--- config.mk ---
export PLATFORM = sky130hd
export DESIGN_NAME = split_two_outputs
export DESIGN_NICKNAME = d
export VERILOG_FILES = /design/src/rtl/split_two_outputs.sv
export SDC_FILE = /design/constraint.sdc
export NUM_CORES = 1
export LEC_CHECK = 0
export ABC_AREA = 1
export BUFFER_PORTS_ARGS = -buffer_cell sky130_fd_sc_hd__buf_2
export CAP_MARGIN = 5
export CORE_MARGIN = 5
export CORE_UTILIZATION = 30
export DETAILED_ROUTE_END_ITERATION = 6
export PLACE_DENSITY = 0.53
export SETUP_SLACK_MARGIN = 0.02
export SLEW_MARGIN = 20
export SYNTH_ARGS = -nofsm -noshare
export SYNTH_HDL_FRONTEND = slang
export SYNTH_SLANG_ARGS = --single-unit
--- constraint.sdc ---
create_clock -name clock -period 1.3 [get_ports clock]
set_input_delay 0.065 -clock clock [delete_from_list [all_inputs] [get_ports clock]]
set_output_delay 0.065 -clock clock [all_outputs]
set_load 0.01 [all_outputs]
--- src/rtl/split_two_outputs.sv ---
// Stream splitter: pops one show-ahead FIFO and writes aligned pairs to two output FIFOs.
// BROADCAST=0 deinterleaves even/odd samples to A/B, BROADCAST=1 duplicates each sample.
module split_two_outputs #(
  parameter int DATA_WIDTH = 32,
  parameter bit BROADCAST  = 1'b0
) (
  input  logic                  clock,
  input  logic                  reset,
  output logic                  in_rd_en,
  input  logic                  in_empty,
  input  logic [DATA_WIDTH-1:0] in_dout,
  output logic                  outA_wr_en,
  input  logic                  outA_full,
  output logic [DATA_WIDTH-1:0] outA_din,
  output logic                  outB_wr_en,
  input  logic                  outB_full,
  output logic [DATA_WIDTH-1:0] outB_din
);

  typedef enum logic [1:0] {
    S_FIRST  = 2'd0,
    S_SECOND = 2'd1,
    S_WRITE  = 2'd2
  } state_t;

  state_t                  state_q, state_d;
  logic [DATA_WIDTH-1:0]   reg_a_q, reg_a_d;
  logic [DATA_WIDTH-1:0]   reg_b_q, reg_b_d;
  logic                    wr_ok;
  logic                    rd_en;

  always_comb begin
    state_d = state_q;
    reg_a_d = reg_a_q;
    reg_b_d = reg_b_q;
    wr_ok   = (state_q == S_WRITE) && !outA_full && !outB_full && !reset;
    rd_en   = 1'b0;

    case (state_q)
      S_FIRST, S_SECOND: rd_en = !in_empty;
      S_WRITE:           rd_en = wr_ok && !in_empty;
      default:           rd_en = 1'b0;
    endcase
    if (reset) rd_en = 1'b0;

    // rd_en already implies !in_empty, so it is the pop qualifier.
    case (state_q)
      S_FIRST: begin
        if (rd_en) begin
          reg_a_d = in_dout;
          if (BROADCAST) begin
            reg_b_d = in_dout;
            state_d = S_WRITE;
          end else begin
            state_d = S_SECOND;
          end
        end
      end
      S_SECOND: begin
        if (rd_en) begin
          reg_b_d = in_dout;
          state_d = S_WRITE;
        end
      end
      S_WRITE: begin
        if (wr_ok) begin
          if (rd_en) begin
            reg_a_d = in_dout;
            if (BROADCAST) begin
              reg_b_d = in_dout;
              state_d = S_WRITE;
            end else begin
              state_d = S_SECOND;
            end
          end else begin
            state_d = S_FIRST;
          end
        end
      end
      default: state_d = S_FIRST;
    endcase
  end

  always_ff @(posedge clock) begin
    if (reset) begin
      state_q <= S_FIRST;
      reg_a_q <= '0;
      reg_b_q <= '0;
    end else begin
      state_q <= state_d;
      reg_a_q <= reg_a_d;
      reg_b_q <= reg_b_d;
    end
  end

  assign in_rd_en   = rd_en;
  assign outA_wr_en = wr_ok;
  assign outB_wr_en = wr_ok;
  assign outA_din   = reg_a_q;
  assign outB_din   = reg_b_q;

endmodule

# After elaboration in Yosys (flattened, before gate mapping)
# Index checks and enable logic that the tools add are counted.
classes:
  order_cmp: 0
  n_reduce_logical: 14
  shifts: 0
  muxes: 10
  n_mul: 0
  bitwise: 0
  add_sub_neg: 0
  n_div: 0
  n_eq_ne: 5
ops:
  columns: ["cell", "count"]
  rows:
  - ["32-bit 2-to-1 mux", 2]
  - ["32-bit one-hot mux with 2 select lines", 1]
  - ["2-bit 2-to-1 mux", 3]
  - ["2-bit != test (second input constant)", 3]
  - ["2-bit one-hot mux with 3 select lines", 1]
  - ["1-bit logical AND", 4]
  - ["1-bit logical NOT", 4]
  - ["2-bit AND reduction", 2]
  - ["3-bit AND reduction", 1]
  - ["2-bit by 1-bit equality test with 1-bit output (second input constant)", 1]
  - ["2-bit equality test (second input constant)", 1]
  - ["2-bit logical NOT", 1]
  - ["1-bit 2-to-1 mux", 2]
  - ["1-bit one-hot mux with 2 select lines", 1]
  - ["2-bit nonzero test", 1]
  - ["2-bit OR reduction", 1]
word_totals:
  word_cells: 32
  ff_bits: 66
  ramBits: 0
  out_inout_bits: 67
  mem_bits_ro: 0
  latch_bits: 0
  inputBits: 37
  n_memories: 0

# Depth between registers and ports, before layout
# Gate-level depths: netlist (run 1).
logic_depth:
  depth_word: 10
  ltp_mapped: 9
  ltp_nobuf: 8

# Least setup slack after synthesis (run 1)
# Ideal clock, no wire load.
synth_timing:
  kind: "reg2reg"
  from: "register state_q[1]"
  to: "register reg_b_q[0], in the netlist outB_din[0]"
  slack_ns: 0.079
  setup_ns: 0.122
  required_ns: 1.178
  path_stages_with_launch: 9
  synth_period_minus_slack_ns: 1.221
  n_path_buf: 1
  arrival_ns: 1.099
  cell_sequence: "dfxtp_1 -> inv_2 -> nor2_2 -> nand3_2 -> nand2_2 -> nand2_1 -> inv_2 -> buf_2 -> a21oi_1"
synth_between:
  elab_chain_cells: 8
  word_cells_on_any_way: 11
  classes_between: "2 x eq/ne; 2 x mux; 7 x reduce/logical"
synth_rtl:
  columns: ["element", "line", "rtl"]
  rows:
  - ["start: declaration", "26", "state_t state_q, state_d;"]
  - ["start signal: assignment", "90", "state_q <= state_d;"]
  - ["2-bit equality test", "36, 39", null]
  - ["1-bit logical AND (3 in series)", "36", "wr_ok = (state_q == S_WRITE) && !outA_full && !outB_full && !reset;"]
  - ["1-bit logical AND", "41", "S_WRITE: rd_en = wr_ok && !in_empty;"]
  - ["1-bit one-hot mux with 2 select lines", "39", "case (state_q)"]
  - ["1-bit 2-to-1 mux", "44", "if (reset) rd_en = 1'b0;"]
  - ["2-bit AND reduction (no source line) *", null, null]
  - ["end signal: assignment", "92", "reg_b_q <= reg_b_d;"]
  - ["end: declaration", "28", "logic [DATA_WIDTH-1:0] reg_b_q, reg_b_d;"]
# Mark *: on every way between the ends. The rest lies on a longest branch, timed or not.
# A chain may end at the register's enable or synchronous reset.

# Final worst setup path (run 1)
layout_timing:
  from: "register state_q[1]"
  to: "output in_rd_en"
layout_between:
  elab_chain_cells: 7
  word_cells_on_any_way: 10
  classes_between: "2 x eq/ne; 2 x mux; 6 x reduce/logical"
layout_rtl:
  columns: ["element", "line", "rtl"]
  rows:
  - ["2-bit equality test", "36, 39", null]
  - ["1-bit logical AND (3 in series)", "36", null]
  - ["1-bit logical AND", "41", null]
  - ["1-bit one-hot mux with 2 select lines *", "39", null]
  - ["1-bit 2-to-1 mux *", "44", null]
  - ["end: declaration", "9", "output logic in_rd_en,"]
# Marks and branches as above.

==> results.ini, run 1 <==
[status]
status = complete, but fails checks
violations = setup timing

[placement]
hpwl_um = 5560
dp_slack_ns = 0.0195
placed_cell_area_um2 = 3470
dp.cells = 602
port_buffers = 103
routabilityCongestion = 0.753

[die]
die_w_um = 107
start_util_pct = 30.6
die-height_um = 107
dieArea_um2 = 11400
core_area_um2 = 9150
io_pins = 104
std_cell_rows = 35

[worst_setup_path]
r2r_end = outA_din[22]$_SDFFE_PP0P_
cp_data_required_time_ns = 1.24
r2r-start = state_q[1]$_SDFFE_PP0P_
r2r_cells = 10
endpoint_kind = output port
max_stage_delay_ns = 0.33
path_delay_family = flip-flops
r2r_setup_slack_ns = -0.05
crit_cells = 6
arrival_ns = 1.29
critical_path.slowest_cell = dfxtp_2
critical_path.cell_chain = inv_2, nor2_4, nand3_2, buf_6, a21oi_4, buf_6
crit_top_cell = buf_6
timing.critical_path.buf_inv = 3
cp_max_fo = 3
start_kind = register
crit_type = reg2out

[global_route]
grt_pass1_vias = 2763
grt_pass1_wl_um = 13400
globalRouteTotalUtil_pct = 14.6
antenna_found_initial = 0
grt_overflow = 0
grt_max_degree = 50

[job]
timing.max_cap.violations = 0

[sta]
fin_crit_ns = 1.35
maxSlewViolCount = 0
fin_worst_skew_ns = 0.00728
hold_viol = 0
fin_ws_ns = -0.0529
min_period_over_period_pct = 104
clock.fmax_ghz = 0.739
finalSetupViolCount = 43
slew_headroom_pct = 70.3
rsz0062_at_grt = yes
tightest_slew_ns = 0.445
tns_ns = -1.08

[route]
drt_iter0_drc = 107
dr.pass1.iters = 4
routed_wl_um = 8960
wl_per_cell_um = 13.8
drc = 0
postRouteAntennaNets = 0
vias = 2908
viasPerCell = 4.49

[yosys]
synth_top_family_by_area = simple AND/OR/NAND/NOR gates
synth_nets = 437
postSynthAreaPerCell_um2 = 7.01
netlist_instances = 400
synth_compound_area_share_pct = 11.6
synthSimpleGateAreaFrac_pct = 22.8
yosys.area_share.adder_pct = 0
yosysUniqueCellTypes = 20
ys_seq_elements = 66
synth_mux_area_share_pct = 0
synth_warnings = 0
synth.yosys.seq_area_share_pct = 47.1
syn_area_um2 = 2800
synth-xor-area-share_pct = 0

[clock_network]
clkSinkCount = 66
clockBufferDepth = 2
htreeDepth = 3
clk_pin_slew_ns = 0.07
cts_made_buffers = 9
clk_latency_ns = 0.34
cts_tree = yes
cts-root-buf = clkbuf_8

[hold_path]
hold_start = in_dout[28]
holdPathEnd = outB_din[28]$_SDFFE_PP0P_
worst_hold_path.num_cells = 3
hold_class = in2reg

[finish]
multiInputGateArea_um2 = 1120
stdcell_count = 647
diodes = 0
regArea_um2 = 1320
fin_area_um2 = 4230
fillCellCount = 938
drive_gt1_share_pct = 40.5
areaGrowthSynthToFinish_pct = 50.9
fin_util_pct = 46.2
nets = 568

[pwr]
power_density_nw_per_um2 = 1210
ir_drop_uv = 587
p_leak_nw = 2.25

==> report_power, final <==
part / switching (W) / internal, W / leakage [nW]
combinational: 0.000631 / 0.000472 / 1.60
sequential: 0.0000793 / 0.00219 / 0.542
clock: 0.000757 / 0.000992 / 0.101
total: 0.00147 / 0.00365 / 2.25
==> placed cells by master (no fill, tap or decap), drive strengths merged <==
| cell type | synthesis | final |
|---|---|---|
| clkinv | 1 | 3 |
| a21oi | 33 | 33 |
| clkbuf | 7 | 19 |
| dlygate4sd3 | 0 | 19 |
| and3 | 1 | 1 |
| nor2 | 35 | 35 |
| o21ai | 32 | 32 |
| buf | 19 | 122 |
| inv | 101 | 100 |
| nand4 | 32 | 32 |
| nand2 | 70 | 70 |
| nand3 | 3 | 3 |
| dfxtp | 66 | 66 |
| bufinv | 0 | 1 |
==> worst register-to-register path, stage by stage, from the launching register on <==
cell and delay, ns:
dfxtp_2 0.33, inv_2 0.05, nor2_4 0.09, nand3_2 0.10, buf_6 0.15, nand2_8 0.07, nand3_4 0.12, clkbuf_16 0.21
nand2_2 0.07, inv_2 0.03, nor2_2 0.07
==> Yosys cell counts, drive strengths merged <==
cell | n | area (um^2)
nor2 | 35 | 134
clkinv | 1 | 3.75
inv | 101 | 379
and3 | 1 | 6.26
nand4 | 32 | 200
nand2 | 70 | 265
clkbuf | 7 | 26.3
o21ai | 32 | 160
dfxtp | 66 | 1320
a21oi | 33 | 165
buf | 19 | 109
nand3 | 3 | 32.5
==> area by class of cell <==
cell class              count  area share, %
repair buffers            146           25.0
clock inverters             2          0.828
multi-input cells         206           26.6
well taps                 111           3.28
inverters                 102           9.23
flip-flops and latches     66           31.3
clock buffers              14           3.85
==> routing by layer <==
metal	share of wire, %	wire (um)	GRT usage, %	vias up
li1	-	-	-	1485
met1	42	3790	17.0	1323
met2	50	4440	25.3	89
met3	6.8	608	4.88	11
met4	1.3	118	4.57	0
met5	0	0	0	-
==> timing repair <==
item / in CTS / in global routing
pin swaps: 1 / 13
resized for setup: 11 / 50
cloned: 0 / 7
hold buffers: 19 / 0
setup buffers: 2 / 1
setup endpoints to repair: 5 / 67
endpoints found under the hold margin: 19 / 0
==> how the worst max path moves through the flow <==
stage | slack [ns] | startpoint | end
2_1_floorplan | 0.08 | state_q[1]$_SDFFE_PP0P_ | outB_din[0]$_SDFFE_PP0P_
3_3_place_gp | 0.04 | state_q[1]$_SDFFE_PP0P_ | outA_din[8]$_SDFFE_PP0P_
3_5_place_dp | 0.02 | state_q[1]$_SDFFE_PP0P_ | outA_din[8]$_SDFFE_PP0P_
4_1_cts | -0.08 | state_q[1]$_SDFFE_PP0P_ | in_rd_en
5_1_grt | -0.15 | state_q[1]$_SDFFE_PP0P_ | outA_din[13]$_SDFFE_PP0P_
6_report | -0.05 | state_q[1]$_SDFFE_PP0P_ | in_rd_en
==> flip-flops by register name, summed over array words and instances, names as in the netlist <==
name	flops
outA_din	32
outB_din	32
state_q	2
==> cell families (layout without fill, tap and decap cells) <==
group                  Yosys count  in the layout
AOI/OAI and AO/OA               65             65
buffers and inverters          128            264
and+or+nand+nor                141            141
DFF                             66             66
==> through the flow <==
stage               hold slack (ns)  power (W)
floorplan                     0.174    0.00285
global placement              0.337    0.00320
detailed placement            0.338    0.00321
CTS                        0.000207    0.00504
global route                 0.0122    0.00541
finish                       0.0190    0.00512
Power figures use the tool's default switching activity.
==> run 2, diff against run 1 <==
Settings changed: CORE_UTILIZATION 30 to 44, PLACE_DENSITY 0.53 to 0.73.
==> run 2 against run 1 <==
Compared with the run above:
- the flow still finishes with violations (setup timing)
- non-clock buffer count stayed put
- wire length shrank 9.3%
- sequential share of layout area up 0.67 points
- total power grew 2.1%
- critical endpoint unchanged
- largest cell class unchanged
- largest power group unchanged
==> results.ini, run 2 (synthesized netlist as in run 1, its figures left out) <==
[status]
status = complete, but fails checks
violations = setup timing

[finish]
nets = 568  ; unchanged
fillCellCount = 556  ; -41%
layout.cells.most_common_list = buf_2, inv_1, dfxtp_1, nand2_1, inv_2
drive_gt1_share_pct = 40.3  ; -0.19 points
regArea_um2 = 1320  ; unchanged
diodes = 0  ; unchanged
multiInputGateArea_um2 = 1090  ; -3.0%
areaGrowthSynthToFinish_pct = 47.8
stdcell_count = 613  ; -5.3%
final_common_cell = buf_2

[pwr]
combPwrFrac_pct = 20.5  ; -1.1 points
seqPwrFrac_pct = 43.4  ; -0.9 points
power.switching_w = 0.00145  ; -1.4%
pwr-share-clk_pct = 36.1  ; +1.9 points
switching_share_pct = 27.7  ; -0.99 points
p_leak_nw = 2.24  ; -0.31%
power_density_nw_per_um2 = 1260  ; +4.3%
power.internal_w = 0.00378  ; +3.5%
ir_drop_uv = 755  ; +29%

[placement]
routabilityCongestion = 0.805  ; +6.9%
hpwl_um = 5300  ; -4.6%
dp_slack_ns = -0.0167  ; -0.0362 ns
port_buffers = 103  ; unchanged
dp.cells = 571  ; -5.1%

[global_route]
grt_pass1_wl_um = 13200  ; -1.1%
grt_overflow = 0  ; unchanged
grt_max_degree = 50  ; unchanged
antenna_found_initial = 0  ; unchanged
grt_pass1_vias = 2837  ; +2.7%
globalRouteTotalUtil_pct = 19.7  ; +5.1 points

[clock_network]
clk_pin_slew_ns = 0.07  ; about the same
htreeDepth = 3  ; unchanged
clockBufferDepth = 2  ; unchanged
cts_made_buffers = 9  ; unchanged
cts_tree = yes
clk_latency_ns = 0.33  ; about the same
cts-root-buf = clkbuf_8
clkSinkCount = 66  ; unchanged

[hold_path]
hold_class = in2reg

[worst_setup_path]
cp_data_required_time_ns = 1.24  ; about the same
cp_max_fo = 3  ; unchanged
r2r_setup_slack_ns = -0.06  ; about the same
r2r-start = state_q[1]$_SDFFE_PP0P_
arrival_ns = 1.29  ; about the same
r2r_end = outB_din[18]$_SDFFE_PP0P_
r2r_cells = 9  ; -1
crit_type = reg2out
critPathCapture = in_rd_en
crit_path_start = state_q[1]$_SDFFE_PP0P_
start_kind = register
endpoint_kind = output port

[sta]
fin_crit_ns = 1.36  ; +0.00618 ns
slew_headroom_pct = 71.2  ; +0.91 points
clock.fmax_ghz = 0.736  ; -0.45%
fin_ws_ns = -0.0591  ; -0.00618 ns
tightest_slew_ns = 0.431  ; -0.0136 ns
min_period_over_period_pct = 105  ; +0.48 points
maxSlewViolCount = 0  ; unchanged
rsz0062_at_grt = yes
finalSetupViolCount = 65  ; +51%
fin_worst_skew_ns = 0.0104  ; +0.00309 ns
hold_viol = 0  ; unchanged

[die]
dieArea_um2 = 8070  ; -29%
std_cell_rows = 29  ; -17%
die-height_um = 89.8  ; -16%
io_pins = 104  ; unchanged
die_w_um = 89.8  ; -16%
core_area_um2 = 6280  ; -31%
start_util_pct = 44.6  ; +14 points

[route]
drc = 0  ; unchanged
drt_iter0_drc = 129  ; +21%
viasPerCell = 4.71  ; +4.9%
routed_wl_um = 8120  ; -9.3%
postRouteAntennaNets = 0  ; unchanged
wl_per_cell_um = 13.2  ; -4.3%
vias = 2890  ; -0.62%
dr.pass1.iters = 4  ; unchanged

[job]
timing.max_cap.violations = 0  ; unchanged

[run 2: timing repair]
action                                  CTS  global route
endpoints found under the setup margin   64            67
setup buffers                             5             1
pin swaps                                 2             2
hold buffers                             17             0
cloned                                    1             2
gates resized for setup                  25            23
endpoints found under the hold margin    17             0
[run 2: power by group through the flow]
| stage | clock (W) | sequential (W) | combinational (W) |
|---|---|---|---|
| 6_report | 0.00188 | 0.00227 | 0.00107 |
| 5_1_grt | 0.00202 | 0.00228 | 0.00119 |
| 3_3_place_gp | 0 | 0.00230 | 0.000887 |
| 3_5_place_dp | 0 | 0.00231 | 0.000901 |
| 2_1_floorplan | 0 | 0.00238 | 0.000472 |
| 4_1_cts | 0.00195 | 0.00226 | 0.00101 |
[run 2: area by class of cell]
class / instances / share of cell area (%)
sequential: 66 / 32.0
multi-input combinational: 206 / 26.3
timing repair buffer: 146 / 24.8
inverter: 102 / 9.31
clock buffer: 11 / 3.41
tap: 77 / 2.33
clock inverter: 5 / 1.87
[run 2: worst max-delay path, stage by stage, from the launching register on]
cell	delay (ns)
dfxtp_2	0.34
inv_2	0.05
nor2_4	0.09
nand3_2	0.10
buf_6	0.14
a21oi_2	0.11
buf_2	0.14
[run 2: stage by stage]
step,hold WS [ns],setup TNS (ns),area (um^2),util [%],total power [W]
final,0.0232,-1.80,4140,66.0,0.00522
after global routing,0.0131,-5.66,4140,66.0,0.00549
after CTS,0.00196,-0.0653,3990,63.6,0.00522
after detailed placement,0.339,-0.115,3460,55.1,0.00321
after global placement,0.341,0,3460,55.1,0.00319
after floorplan,0.174,0,2800,-,0.00285
[run 2: how the worst min path moves through the flow]
stage	startpoint	to	slack, ns	cells past startpoint
after floorplan	in_empty	in_rd_en	0.17	1
after global placement	in_dout[25]	outB_din[25]$_SDFFE_PP0P_	0.34	3
after detailed placement	in_dout[25]	outB_din[25]$_SDFFE_PP0P_	0.34	3
after CTS	in_dout[10]	outB_din[10]$_SDFFE_PP0P_	0.002	3
after global routing	in_dout[4]	outB_din[4]$_SDFFE_PP0P_	0.01	3
final	in_dout[4]	outB_din[4]$_SDFFE_PP0P_	0.02	3
[run 2: metal layers]
layer | track usage (%) | vias to the layer above | share of wire, %
li1 | - | 1488 | -
met1 | 22.3 | 1303 | 41
met2 | 33.5 | 79 | 50
met3 | 5.51 | 20 | 5.9
met4 | 10.6 | 0 | 3.1
met5 | 0 | - | 0
